==> config.mk <==
export PLATFORM = sky130hd
export DESIGN_NAME = hazard_ctrl_flat
export DESIGN_NICKNAME = d
export VERILOG_FILES = /design/src/rtl/hazard_pkg.sv /design/src/rtl/hazard_ctrl_if.sv /design/src/rtl/hazard_perf_cnt.sv /design/src/rtl/hazard_ctrl.sv /design/src/flat_wrapper.sv
export SDC_FILE = /design/constraint.sdc
export NUM_CORES = 1
export LEC_CHECK = 0
export ABC_CLOCK_PERIOD_IN_PS = 6100
export CAP_MARGIN = 15
export CORE_AREA = 2 2 80 82
export CTS_BUF_LIST = sky130_fd_sc_hd__clkbuf_2
export CTS_CLUSTER_DIAMETER = 100
export DETAILED_ROUTE_END_ITERATION = 16
export DIE_AREA = 0 0 82 84
export DONT_BUFFER_PORTS = 1
export PLACE_DENSITY = 0.77
export REMOVE_ABC_BUFFERS = 1
export SYNTH_ARGS = -nofsm -noshare
export SYNTH_HDL_FRONTEND = slang
export SYNTH_SLANG_ARGS = --single-unit
==> constraint.sdc <==
create_clock -name clk -period 6.1 [get_ports clk]
set_clock_uncertainty 0.2 [all_clocks]
set_input_delay 1.22 -clock clk [delete_from_list [all_inputs] [get_ports clk]]
set_output_delay 1.22 -clock clk [all_outputs]
set_load 0.02 [all_outputs]
==> src/rtl/hazard_pkg.sv <==
// Shared types and constants for the pipeline hazard controller.
package hazard_pkg;

  localparam int unsigned REG_W  = 5;
  localparam int unsigned WAIT_W = 8;

  localparam logic [REG_W-1:0] REG_ZERO = 5'd0;

  typedef enum logic [1:0] {
    RUN      = 2'd0,
    MEM_WAIT = 2'd1,
    HALT     = 2'd2
  } state_t;

endpackage

==> src/rtl/hazard_ctrl_if.sv <==
// Pipeline-side view of the hazard controller: hazard sources in, stall/flush controls out.
interface hazard_ctrl_if #(
  parameter int unsigned CNT_W = 32
) ();
  import hazard_pkg::*;

  logic [REG_W-1:0] id_rs1_addr;
  logic [REG_W-1:0] id_rs2_addr;
  logic             id_uses_rs1;
  logic             id_uses_rs2;
  logic             ex_mem_read;
  logic             ex_write_reg_enable;
  logic [REG_W-1:0] ex_rd_addr;
  logic             ex_branch_taken;
  logic             me_mem_req;
  logic             dmem_ready;

  logic             pc_stall;
  logic             if_id_stall;
  logic             if_id_flush;
  logic             id_ex_stall;
  logic             id_ex_flush;
  logic             ex_me_stall;
  logic             me_wb_bubble;
  logic             watchdog_err;
  logic [CNT_W-1:0] stall_cycles;
  logic [CNT_W-1:0] flush_count;

  // Pipeline side: presents hazard sources, consumes controls.
  modport master (
    output id_rs1_addr, id_rs2_addr, id_uses_rs1, id_uses_rs2,
           ex_mem_read, ex_write_reg_enable, ex_rd_addr, ex_branch_taken,
           me_mem_req, dmem_ready,
    input  pc_stall, if_id_stall, if_id_flush, id_ex_stall, id_ex_flush,
           ex_me_stall, me_wb_bubble, watchdog_err, stall_cycles, flush_count
  );

  // Controller side.
  modport slave (
    input  id_rs1_addr, id_rs2_addr, id_uses_rs1, id_uses_rs2,
           ex_mem_read, ex_write_reg_enable, ex_rd_addr, ex_branch_taken,
           me_mem_req, dmem_ready,
    output pc_stall, if_id_stall, if_id_flush, id_ex_stall, id_ex_flush,
           ex_me_stall, me_wb_bubble, watchdog_err, stall_cycles, flush_count
  );

endinterface

==> src/rtl/hazard_perf_cnt.sv <==
// Wrapping event counter with synchronous reset.
module hazard_perf_cnt #(
  parameter int unsigned W = 32
) (
  input  logic         clk,
  input  logic         rst,
  input  logic         en,
  output logic [W-1:0] count
);

  // Count enabled cycles; wraps naturally at 2^W.
  always_ff @(posedge clk) begin
    if (rst) begin
      count <= '0;
    end else if (en) begin
      count <= count + W'(1);
    end
  end

endmodule

==> src/rtl/hazard_ctrl.sv <==
// Stall/flush controller for the five-stage core: load-use, taken branch,
// data-memory wait freeze, wait watchdog and performance counters.
module hazard_ctrl
  import hazard_pkg::*;
#(
  parameter int unsigned MAX_WAIT = 16,
  parameter int unsigned CNT_W    = 32
) (
  input  logic         clk,
  input  logic         rst,
  hazard_ctrl_if.slave bus
);

  state_t            st;
  logic [WAIT_W-1:0] wait_cnt;
  logic              err;

  logic mem_busy;
  logic load_use;
  logic freeze;
  logic branch_sel;
  logic load_sel;

  // Hazard detection; the freeze also covers MEM_WAIT since mem_busy holds there.
  always_comb begin
    mem_busy   = bus.me_mem_req & ~bus.dmem_ready;
    load_use   = bus.ex_mem_read & bus.ex_write_reg_enable &
                 (bus.ex_rd_addr != REG_ZERO) &
                 ((bus.id_uses_rs1 & (bus.id_rs1_addr == bus.ex_rd_addr)) |
                  (bus.id_uses_rs2 & (bus.id_rs2_addr == bus.ex_rd_addr)));
    freeze     = ~rst & ((st == HALT) | mem_busy);
    branch_sel = ~rst & ~freeze & bus.ex_branch_taken;
    load_sel   = ~rst & ~freeze & ~bus.ex_branch_taken & load_use;
  end

  // Same-cycle pipeline controls, priority freeze > branch > load-use.
  always_comb begin
    bus.pc_stall     = freeze | load_sel;
    bus.if_id_stall  = freeze | load_sel;
    bus.if_id_flush  = branch_sel;
    bus.id_ex_stall  = freeze;
    bus.id_ex_flush  = branch_sel | load_sel;
    bus.ex_me_stall  = freeze;
    bus.me_wb_bubble = freeze;
  end

  // Memory-wait FSM with watchdog; HALT is left only through reset.
  always_ff @(posedge clk) begin
    if (rst) begin
      st       <= RUN;
      wait_cnt <= '0;
      err      <= 1'b0;
    end else begin
      unique case (st)
        RUN: begin
          if (mem_busy) begin
            st       <= MEM_WAIT;
            wait_cnt <= WAIT_W'(1);
          end
        end
        MEM_WAIT: begin
          if (!mem_busy) begin
            st       <= RUN;
            wait_cnt <= '0;
          end else if (wait_cnt == WAIT_W'(MAX_WAIT)) begin
            st  <= HALT;
            err <= 1'b1;
          end else begin
            wait_cnt <= wait_cnt + WAIT_W'(1);
          end
        end
        HALT: begin
          st <= HALT;
        end
        default: begin
          st       <= RUN;
          wait_cnt <= '0;
        end
      endcase
    end
  end

  assign bus.watchdog_err = err;

  hazard_perf_cnt #(.W(CNT_W)) u_stall_cnt (
    .clk   (clk),
    .rst   (rst),
    .en    (bus.pc_stall),
    .count (bus.stall_cycles)
  );

  hazard_perf_cnt #(.W(CNT_W)) u_flush_cnt (
    .clk   (clk),
    .rst   (rst),
    .en    (branch_sel),
    .count (bus.flush_count)
  );

endmodule

==> src/flat_wrapper.sv <==
// flat-port wrapper written by rule: the top's interface ports become plain ports
module hazard_ctrl_flat import hazard_pkg::*;
#(
  parameter int unsigned MAX_WAIT = 16,
  parameter int unsigned CNT_W    = 32
)
  (clk, rst, bus_id_rs1_addr, bus_id_rs2_addr, bus_id_uses_rs1, bus_id_uses_rs2, bus_ex_mem_read, bus_ex_write_reg_enable, bus_ex_rd_addr, bus_ex_branch_taken, bus_me_mem_req, bus_dmem_ready, bus_pc_stall, bus_if_id_stall, bus_if_id_flush, bus_id_ex_stall, bus_id_ex_flush, bus_ex_me_stall, bus_me_wb_bubble, bus_watchdog_err, bus_stall_cycles, bus_flush_count);
  hazard_ctrl_if #(.CNT_W(CNT_W)) bus_i ();
  input  logic clk;
  input  logic rst;
  input wire logic [$bits(bus_i.id_rs1_addr)-1:0] bus_id_rs1_addr;
  input wire logic [$bits(bus_i.id_rs2_addr)-1:0] bus_id_rs2_addr;
  input wire logic [$bits(bus_i.id_uses_rs1)-1:0] bus_id_uses_rs1;
  input wire logic [$bits(bus_i.id_uses_rs2)-1:0] bus_id_uses_rs2;
  input wire logic [$bits(bus_i.ex_mem_read)-1:0] bus_ex_mem_read;
  input wire logic [$bits(bus_i.ex_write_reg_enable)-1:0] bus_ex_write_reg_enable;
  input wire logic [$bits(bus_i.ex_rd_addr)-1:0] bus_ex_rd_addr;
  input wire logic [$bits(bus_i.ex_branch_taken)-1:0] bus_ex_branch_taken;
  input wire logic [$bits(bus_i.me_mem_req)-1:0] bus_me_mem_req;
  input wire logic [$bits(bus_i.dmem_ready)-1:0] bus_dmem_ready;
  output wire logic [$bits(bus_i.pc_stall)-1:0] bus_pc_stall;
  output wire logic [$bits(bus_i.if_id_stall)-1:0] bus_if_id_stall;
  output wire logic [$bits(bus_i.if_id_flush)-1:0] bus_if_id_flush;
  output wire logic [$bits(bus_i.id_ex_stall)-1:0] bus_id_ex_stall;
  output wire logic [$bits(bus_i.id_ex_flush)-1:0] bus_id_ex_flush;
  output wire logic [$bits(bus_i.ex_me_stall)-1:0] bus_ex_me_stall;
  output wire logic [$bits(bus_i.me_wb_bubble)-1:0] bus_me_wb_bubble;
  output wire logic [$bits(bus_i.watchdog_err)-1:0] bus_watchdog_err;
  output wire logic [$bits(bus_i.stall_cycles)-1:0] bus_stall_cycles;
  output wire logic [$bits(bus_i.flush_count)-1:0] bus_flush_count;
  assign bus_i.id_rs1_addr = bus_id_rs1_addr;
  assign bus_i.id_rs2_addr = bus_id_rs2_addr;
  assign bus_i.id_uses_rs1 = bus_id_uses_rs1;
  assign bus_i.id_uses_rs2 = bus_id_uses_rs2;
  assign bus_i.ex_mem_read = bus_ex_mem_read;
  assign bus_i.ex_write_reg_enable = bus_ex_write_reg_enable;
  assign bus_i.ex_rd_addr = bus_ex_rd_addr;
  assign bus_i.ex_branch_taken = bus_ex_branch_taken;
  assign bus_i.me_mem_req = bus_me_mem_req;
  assign bus_i.dmem_ready = bus_dmem_ready;
  assign bus_pc_stall = bus_i.pc_stall;
  assign bus_if_id_stall = bus_i.if_id_stall;
  assign bus_if_id_flush = bus_i.if_id_flush;
  assign bus_id_ex_stall = bus_i.id_ex_stall;
  assign bus_id_ex_flush = bus_i.id_ex_flush;
  assign bus_ex_me_stall = bus_i.ex_me_stall;
  assign bus_me_wb_bubble = bus_i.me_wb_bubble;
  assign bus_watchdog_err = bus_i.watchdog_err;
  assign bus_stall_cycles = bus_i.stall_cycles;
  assign bus_flush_count = bus_i.flush_count;
  hazard_ctrl #(.MAX_WAIT(MAX_WAIT), .CNT_W(CNT_W)) u_core (.clk(clk), .rst(rst), .bus(bus_i));
endmodule
==> results, run 1 <==
- The arrival time at the worst endpoint is about 2700 ps.
- The finished layout cell area is 3890 um^2.
- Setup total negative slack on the finished layout was measured at 0 ps.
- The die covers between 6000 and 7000 um^2.
- Measured on the finished design, the core utilization comes to 63.81%.
- STA classifies the critical path startpoint as an input port.
- The first routing iteration left roughly 280 violations.
- Measured against its own limit, the worst slew margin works out to 52.22%.
- STA classifies the critical path endpoint as an output port.
- The clock transition at the registers of the reported paths is between 150 and 200 ps.
- The minimum period implied by the final worst setup slack is 4152 ps.
- The number of pins with negative max-slew slack in the final report is 0.
- At the pin with the least slew margin, the transition time is 715.9 ps.
- The number of stages on the worst setup path is 6.
- The HPWL after detailed placement is 5952 um.
- The final wirelength is approximately 8400 um.
- In this run the worst setup path begins at bus_dmem_ready.
- Entering global routing, the biggest net connects 71 pins.
- The launch point of the worst reg-to-reg path is u_core.u_stall_cnt.count[3]$_SDFFE_PP0P_.
- The endpoint of the worst setup timing path is bus_if_id_stall.
- The largest voltage drop on the vdd net is 0.1329 mV.
- The post-synthesis to final-layout area growth is 3.564%.
- Global routing used between 20% and 30% of the available tracks across all layers.
- At the end of routability-driven placement, the weighted congestion stood at 0.8311.
- The largest single stage delay on the critical path is approximately 580 ps.
- The worst setup path is of the in -> out kind.
- The standard cell area after detailed placement is 3760 um^2.
- After synthesis, the netlist uses 49 different library cells.
- The number of search-and-repair iterations in the first detailed-routing pass is 4.
- The number of global-route vias before repair is about 3100.
- Setup repair after global routing left no endpoint under its margin.
- The library cell used as clock root buffer is sky130_fd_sc_hd__clkbuf_2.
- The run finished with clean final reports.
- After layout, the worst path uses 68.07% of the clock period.
- Clock tree synthesis inserted a total of 9 buffers.
- The signal on the critical path passes through nand2b_2, a21oi_2, buf_4, a21oi_2, buf_4, inv_1.
- On the critical path, the stage with the largest delay is an instance of sky130_fd_sc_hd__inv_1.
- The number of hold violations in the final report was 0.
- Overall power consumption after layout is estimated at 0.0008406 W.
- The average instance in the mapped netlist occupies 8.310 um^2.
- The count of hold buffers inserted by post-cts repair is 0.
- The deepest clock path buffer count is 2.
- The cell count of the worst reg-to-reg path is 6.
- The endpoint identified for the worst register-to-register timing path is u_core.u_stall_cnt.count[14]$_SDFFE_PP0P_.
- The class of the most critical hold timing path is reg -> reg.
- In this run the register-to-register setup slack is roughly 3500 ps.
- The mapped netlist covers 3756 um^2.
- The total number of vias is roughly 3200.
- The synthesized instance count is around 450.
- Counting flops with a built-in enable in the synthesized netlist gives 0.
- The floorplan die width is 82 um.
- The final layout net count is 472.
- The number of antenna violations at the first check in global routing was 0.
- The number of antenna diodes in the final layout is 0.
- The CTS tree is done.
- Counting instances, the worst hold path has a depth of 1.
- During synthesis, Yosys emitted a total of 0 warnings.
- The total DRC errors in the routed layout is 0.
- The total number of clock tree sinks is 75.
- The total area of sequential cells is 1501 um^2.
- Hold timing on the final database bottoms out at a slack of 309.9 ps.
- After floorplanning, the core was sized to cover just over 6000 um^2.
- In this run the worst path has a maximum fanout of 42.
- After detailed routing, the average wire length per cell comes to 15.95 um.
- The number of instances resized during post-cts repair is 0.
- After global routing the overflow that remains totals 0.
- The initial standard-cell utilization of the core is 61.62%.
- In this run the vertical extent of the chip is 84 um.
- The count of pins on the block boundary is 96.
- Cells with a size suffix above 1 make up slightly below 7% of the layout.
- The H-tree generated during clock tree synthesis spans 3 levels.
- The global-route wire length before repair is between 10000 and 15000 um.
- The library cells used most frequently in the layout, excluding fill and tap cells, are sky130_fd_sc_hd__dfxtp_1 (75), sky130_fd_sc_hd__nor2_1 (49), sky130_fd_sc_hd__nand2_1 (44), sky130_fd_sc_hd__a21oi_1 (39), sky130_fd_sc_hd__xor2_1 (27).
- Counting both buffers and inverters, the worst setup path holds a total of 3.
- At the later pin of the worst-skew pair, clock insertion delay measures 520 ps.
- During placement, the flow inserted port buffers numbering 0.
- At the worst endpoint, the required time is 4680 ps.
- The setup violation total in the final timing report is 0.
- The sequential share of the synthesized area is ~40%.
- Max-cap violations in this run came to 0.
- In this run the post-CTS setup repair buffer count came out at 0.
- The fmax is 240.8 MHz.
- The area of the multi-input gates is 2095 um^2.
- Counting flops with an async set or reset pin after synthesis yields a share of 0%.
- The leakage power of the design is 1.250 nW.
- The layout has 545 filler cells.
- The number of rows in the core area is 29.
- The count of nets left with antenna violations once routing finished came out at 0.
- The most frequent standard cell in the layout excluding fill and tap cells is sky130_fd_sc_hd__dfxtp_1.
- The ratio of total power to cell area is 216.1 nW/um^2.
- The cell class contributing the biggest share of worst-path delay is buffers and inverters.
- For this run, the leading register cell type out of synthesis is sky130_fd_sc_hd__dfxtp_1.
- The synthesized design contains 75 register bits.
- Dividing the detail-routed via count by the number of cells gives 6.160.
-- power breakdown --
group	switching (W)	total (W)	internal (W)
clock	0.000175	0.000309	0.000134
sequential	0.00000539	0.000499	0.000493
combinational	0.0000196	0.0000328	0.0000132
-- final cells by class --
cell class / instances / share of cell area, %
tap: 77 / 2.477
clock inverter: 6 / 2.059
timing repair buffer: 2 / 0.3860
inverter: 14 / 1.351
sequential: 75 / 38.60
multi-input combinational: 342 / 53.84
clock buffer: 10 / 1.287
-- cell usage after synthesis, drive strengths merged (14+ instances only) --
library cell	n	area, um^2
xor2	27	236.5
nand4	17	121.4
or3	19	118.9
clkbuf	14	52.55
nor2	49	183.9
nand3	22	120.1
a21oi	42	229.0
xnor2	16	140.1
dfxtp	75	1501
o21ai	23	115.1
nand2	44	165.2
inv	14	52.55
-- flip-flops by register name, indices dropped and copies added (netlist names) --
signal,count
u_core.wait_cnt,8
u_core.bus.watchdog_err,1
u_core.st,2
u_core.u_flush_cnt.count,32
u_core.u_stall_cnt.count,32
-- worst min path at each step --
stage / startpoint / endpoint
after floorplan: u_core.st[0]$_SDFFE_PP0P_ / u_core.st[0]$_SDFFE_PP0P_
after global placement: u_core.st[0]$_SDFFE_PP0P_ / u_core.st[0]$_SDFFE_PP0P_
after detailed placement: u_core.st[0]$_SDFFE_PP0P_ / u_core.st[0]$_SDFFE_PP0P_
after CTS: u_core.st[0]$_SDFFE_PP0P_ / u_core.st[0]$_SDFFE_PP0P_
after global routing: u_core.st[0]$_SDFFE_PP0P_ / u_core.st[0]$_SDFFE_PP0P_
final: u_core.st[0]$_SDFFE_PP0P_ / u_core.st[0]$_SDFFE_PP0P_
-- routing by layer --
metal  track usage [%]  vias to the layer above  routed length (um)
met5                 0                        -                   0
met4             9.394                        0                 121
met3             5.628                       11                 559
met2             43.61                      101                4280
met1             28.24                     1544                3428
li1                  -                     1584                   -
-- stage by stage --
stage | worst slack, ps | std cells
after floorplan | 1680 | 431
after global placement | 2001 | 510
after detailed placement | 1951 | 510
after CTS | 1951 | 526
after global routing | 1846 | 526
final | 1948 | 526
-- cells by family after synthesis --
| kind of cell | synth area share (%) |
|---|---|
| AOI/OAI and AO/OA | 14.82 |
| xor gates and xnor gates | 10.03 |
| adders and majority gates | 1.332 |
| buffers and inverters | 4.264 |
| DFF | 39.97 |
| muxes | 0.2665 |
| and+or+nand+nor | 29.31 |
-- worst reg2reg max path: cells and delay by family (launching register included) --
family / cells / cell delay, ps
simple gates: 3 / 1120
flops: 1 / 580
compound gates: 3 / 710
Note: power is estimated with default switching activity, not from simulation.
==> run 2: changes to the inputs <==
- ABC_CLOCK_PERIOD_IN_PS: 6100 -> 3900
- clock period: 6.1 -> 3.9 ns (I/O delays scaled with it)
==> run 2 against run 1 <==
Effect of this change: wire length down 3.6%; final area is 0.77% lower; critical endpoint unchanged; combinational power increased by 61%; total power is 43% higher; worst setup slack got worse by 960 ps; critical path type is now reg -> out; die area stayed put.
==> results, run 2 (synthesized netlist as in run 1, its figures left out) <==
- The library cell used as clock root buffer is sky130_fd_sc_hd__clkbuf_2 (unchanged).
- The post-route core utilization is 63.32% (was 63.81%).
- Highest-count cells in the layout ignoring fill and taps: sky130_fd_sc_hd__dfxtp_1 (75), sky130_fd_sc_hd__nor2_1 (49), sky130_fd_sc_hd__nand2_1 (44), sky130_fd_sc_hd__a21oi_1 (39), sky130_fd_sc_hd__xor2_1 (27) (unchanged).
- Status: finished clean (unchanged).
- The count of pins on the block boundary is 96 (unchanged).
- The total global routing track utilization was 24.12% (was 24.72%).
- The total DRC errors in the routed layout is 0 (unchanged).
- The insertion delay of the later-clocked pin in the worst-skew pair is 520 ps (about the same).
- The placed cell count came to 511 (was 510).
- The fmax is approximately 340 MHz.
- The data required time at the worst endpoint is 2920 ps (was 4680 ps).
- The minimum period implied by the final worst setup slack is 2915 ps.
- The relative max-transition margin is 56.98% (was 52.22%).
- The floorplan die width was 82 um (unchanged).
- The number of global-route vias before repair is 2992 (was 3077).
- The total number of vias was 3183 (was 3240).
- The largest voltage drop on the vdd net is 0.2021 mV (was 0.1329 mV).
- The setup violation total in the final timing report is 0 (unchanged).
- The delay contributed by the slowest stage of the critical path is 380 ps (was 580 ps).
- Largest registers: u_core.u_flush_cnt.count (32), u_core.u_stall_cnt.count (32), u_core.wait_cnt (8) (unchanged).
- The total clock buffers created by CTS is 9 (unchanged).
- The final layout net count is 473 (was 472).
- The share of cells above drive strength 1 is 7.556% (was 6.904%).
- The kind of start point of the critical path is a flip-flop (was input port).
- The final wirelength was 8086 um (was 8390 um).
- The number of antenna violations at the first check in global routing came to 0 (unchanged).
- The count of buffers added by post-CTS timing repair for setup was 0 (unchanged).
- The endpoint type of the worst setup path was an output port (unchanged).
- The area inside the core boundary was 6096 um^2 (unchanged).
- The number of pins with negative max-slew slack in the final report is 0 (unchanged).
- The number of design-rule violations left by the first detailed-router iteration is 213 (was 279).
- The post-synthesis to final-layout area growth is 2.765% (was 3.564%).
- The arrival time at the worst endpoint came to 1940 ps (was 2730 ps).
- The antenna diode instance count came to 0 (unchanged).
- The floorplan die height is 84 um (unchanged).
- The leakage power of the design is 1.236 nW (was 1.250 nW).
- The class of the most critical hold timing path is in -> reg (was reg -> reg).
- Setup repair after global routing missed its margin: no (unchanged).
- The number of instances resized during post-cts repair came to 0 (unchanged).
- The number of routed nets with antenna violations came to 0 (unchanged).
- The clock transition at the registers of the reported paths was 200 ps (was 180 ps).
- The ratio of total power to cell area is 311.6 nW/um^2 (was 216.1 nW/um^2).
- The reported max-cap violation count is 0 (unchanged).
- The total number of clock tree sinks came to 75 (unchanged).
- The via-per-instance ratio was 6.040 (was 6.160).
- The total congestion overflow is 0 (unchanged).
- The CTS tree was done (unchanged).
- The deepest clock path buffer count was 2 (unchanged).
- The count of hold buffers inserted by post-cts repair is 0 (unchanged).
- The maximum number of pins on one net before global-route repair is 71 (unchanged).
- The initial standard-cell utilization of the core is 61.62% (unchanged).
- The global-route wire length before repair was 13230 um (was 13520 um).
- The number of buffer cells added on primary ports came to 0 (unchanged).
- The total negative slack for setup checks is 0 ps (unchanged).
- The HPWL reported at the end of detailed placement came to 5780 um (was 5952 um).
- The number of hold violations in the final report was 0 (unchanged).
- The depth of the CTS H-tree is 3 (unchanged).
- The most frequent standard cell in the layout excluding fill and tap cells is sky130_fd_sc_hd__dfxtp_1 (unchanged).
- The cell class contributing the biggest share of worst-path delay is buffers and inverters (unchanged).
- The number of rows in the core area is 29 (unchanged).
- The largest fanout of any net on the critical path is 6 (was 42).
- The count of buffer and inverter cells on the critical path is 2 (was 3).
- The cell with the largest stage delay on the worst path is sky130_fd_sc_hd__dfxtp_1 (was sky130_fd_sc_hd__inv_1).
- The fraction of the cycle the final worst path needs is between 70% and 80%.
- The number of search-and-repair iterations in the first detailed-routing pass is 5 (was 4).
- The detail-routed net length per standard cell is 15.34 um (was 15.95 um).
- Worst-path cell chain: nand2b_2, a21oi_2, buf_4, a21oi_2, inv_1 (was nand2b_2, a21oi_2, buf_4, a21oi_2, buf_4, inv_1).
- The actual slew at the worst max-slew pin is 640.0 ps (was 715.9 ps).
- The area enclosed by the die boundary is 6888 um^2 (unchanged).
- The most repeated library cell on the critical path is sky130_fd_sc_hd__a21oi_2.
- The fill cell instance count of the final layout is 534 (was 545).
- The routability-driven placement congestion ratio is 0.7941 (was 0.8311).
- The path type of the worst setup path was reg -> out (was in -> out).
- The final cell count without fillers was 527 (was 526).
run 2: cell count changes in the layout (fill, tap and decap cells not counted), sizes merged:
cell      change
clkinvlp      +1
buf           +1
bufinv        -2
clkinv        +1
run 2: worst paths after layout:
kind	to	cells after the start	slack, ps	from
max reg2reg	u_core.u_stall_cnt.count[18]$_SDFFE_PP0P_	6	1380	u_core.u_stall_cnt.count[3]$_SDFFE_PP0P_
min	u_core.u_stall_cnt.count[1]$_SDFFE_PP0P_	1	110	rst
min reg2reg	u_core.st[0]$_SDFFE_PP0P_	1	310	u_core.st[0]$_SDFFE_PP0P_
max	bus_if_id_stall	5	980	u_core.st[0]$_SDFFE_PP0P_
run 2: cell type report:
cell class / instances / area, um^2 / area share [%]
flip-flops and latches: 75 / 1501 / 38.90
clock buffers: 10 / 50.05 / 1.297
inverters: 14 / 52.55 / 1.361
multi-input cells: 342 / 2095 / 54.26
clock inverters: 6 / 42.54 / 1.102
well taps: 77 / 96.34 / 2.496
repair buffers: 3 / 22.52 / 0.5835
run 2: where the power goes:
group          internal (W)  total (W)  switching (W)
Clock             0.0000859   0.000370       0.000284
Sequential         0.000772   0.000780     0.00000814
Combinational     0.0000211  0.0000527      0.0000316
Total              0.000879    0.00120       0.000324
run 2: per-stage QoR:
stage                     cell area [um^2]  hold slack [ps]  setup WS [ps]  total power, W
after global placement                3767            261.7           1063       0.0008459
final                                 3860            107.0          984.8        0.001203
after global routing                  3860            68.35          878.0        0.001250
after detailed placement              3767            274.9           1054       0.0008479
after floorplan                       3649            249.7          360.3       0.0008357
after CTS                             3860            71.08          957.4        0.001208
run 2: layer usage:
| metal | global-route usage [%] | share of wire (%) | up-vias | routed length (um) |
|---|---|---|---|---|
| met5 | 0 | 0 | - | 0 |
| met4 | 8.485 | 0.87 | 0 | 70 |
| met3 | 6.494 | 7.1 | 6 | 571 |
| met2 | 41.09 | 49 | 90 | 3984 |
| met1 | 28.57 | 43 | 1497 | 3460 |
| li1 | - | - | 1590 | - |
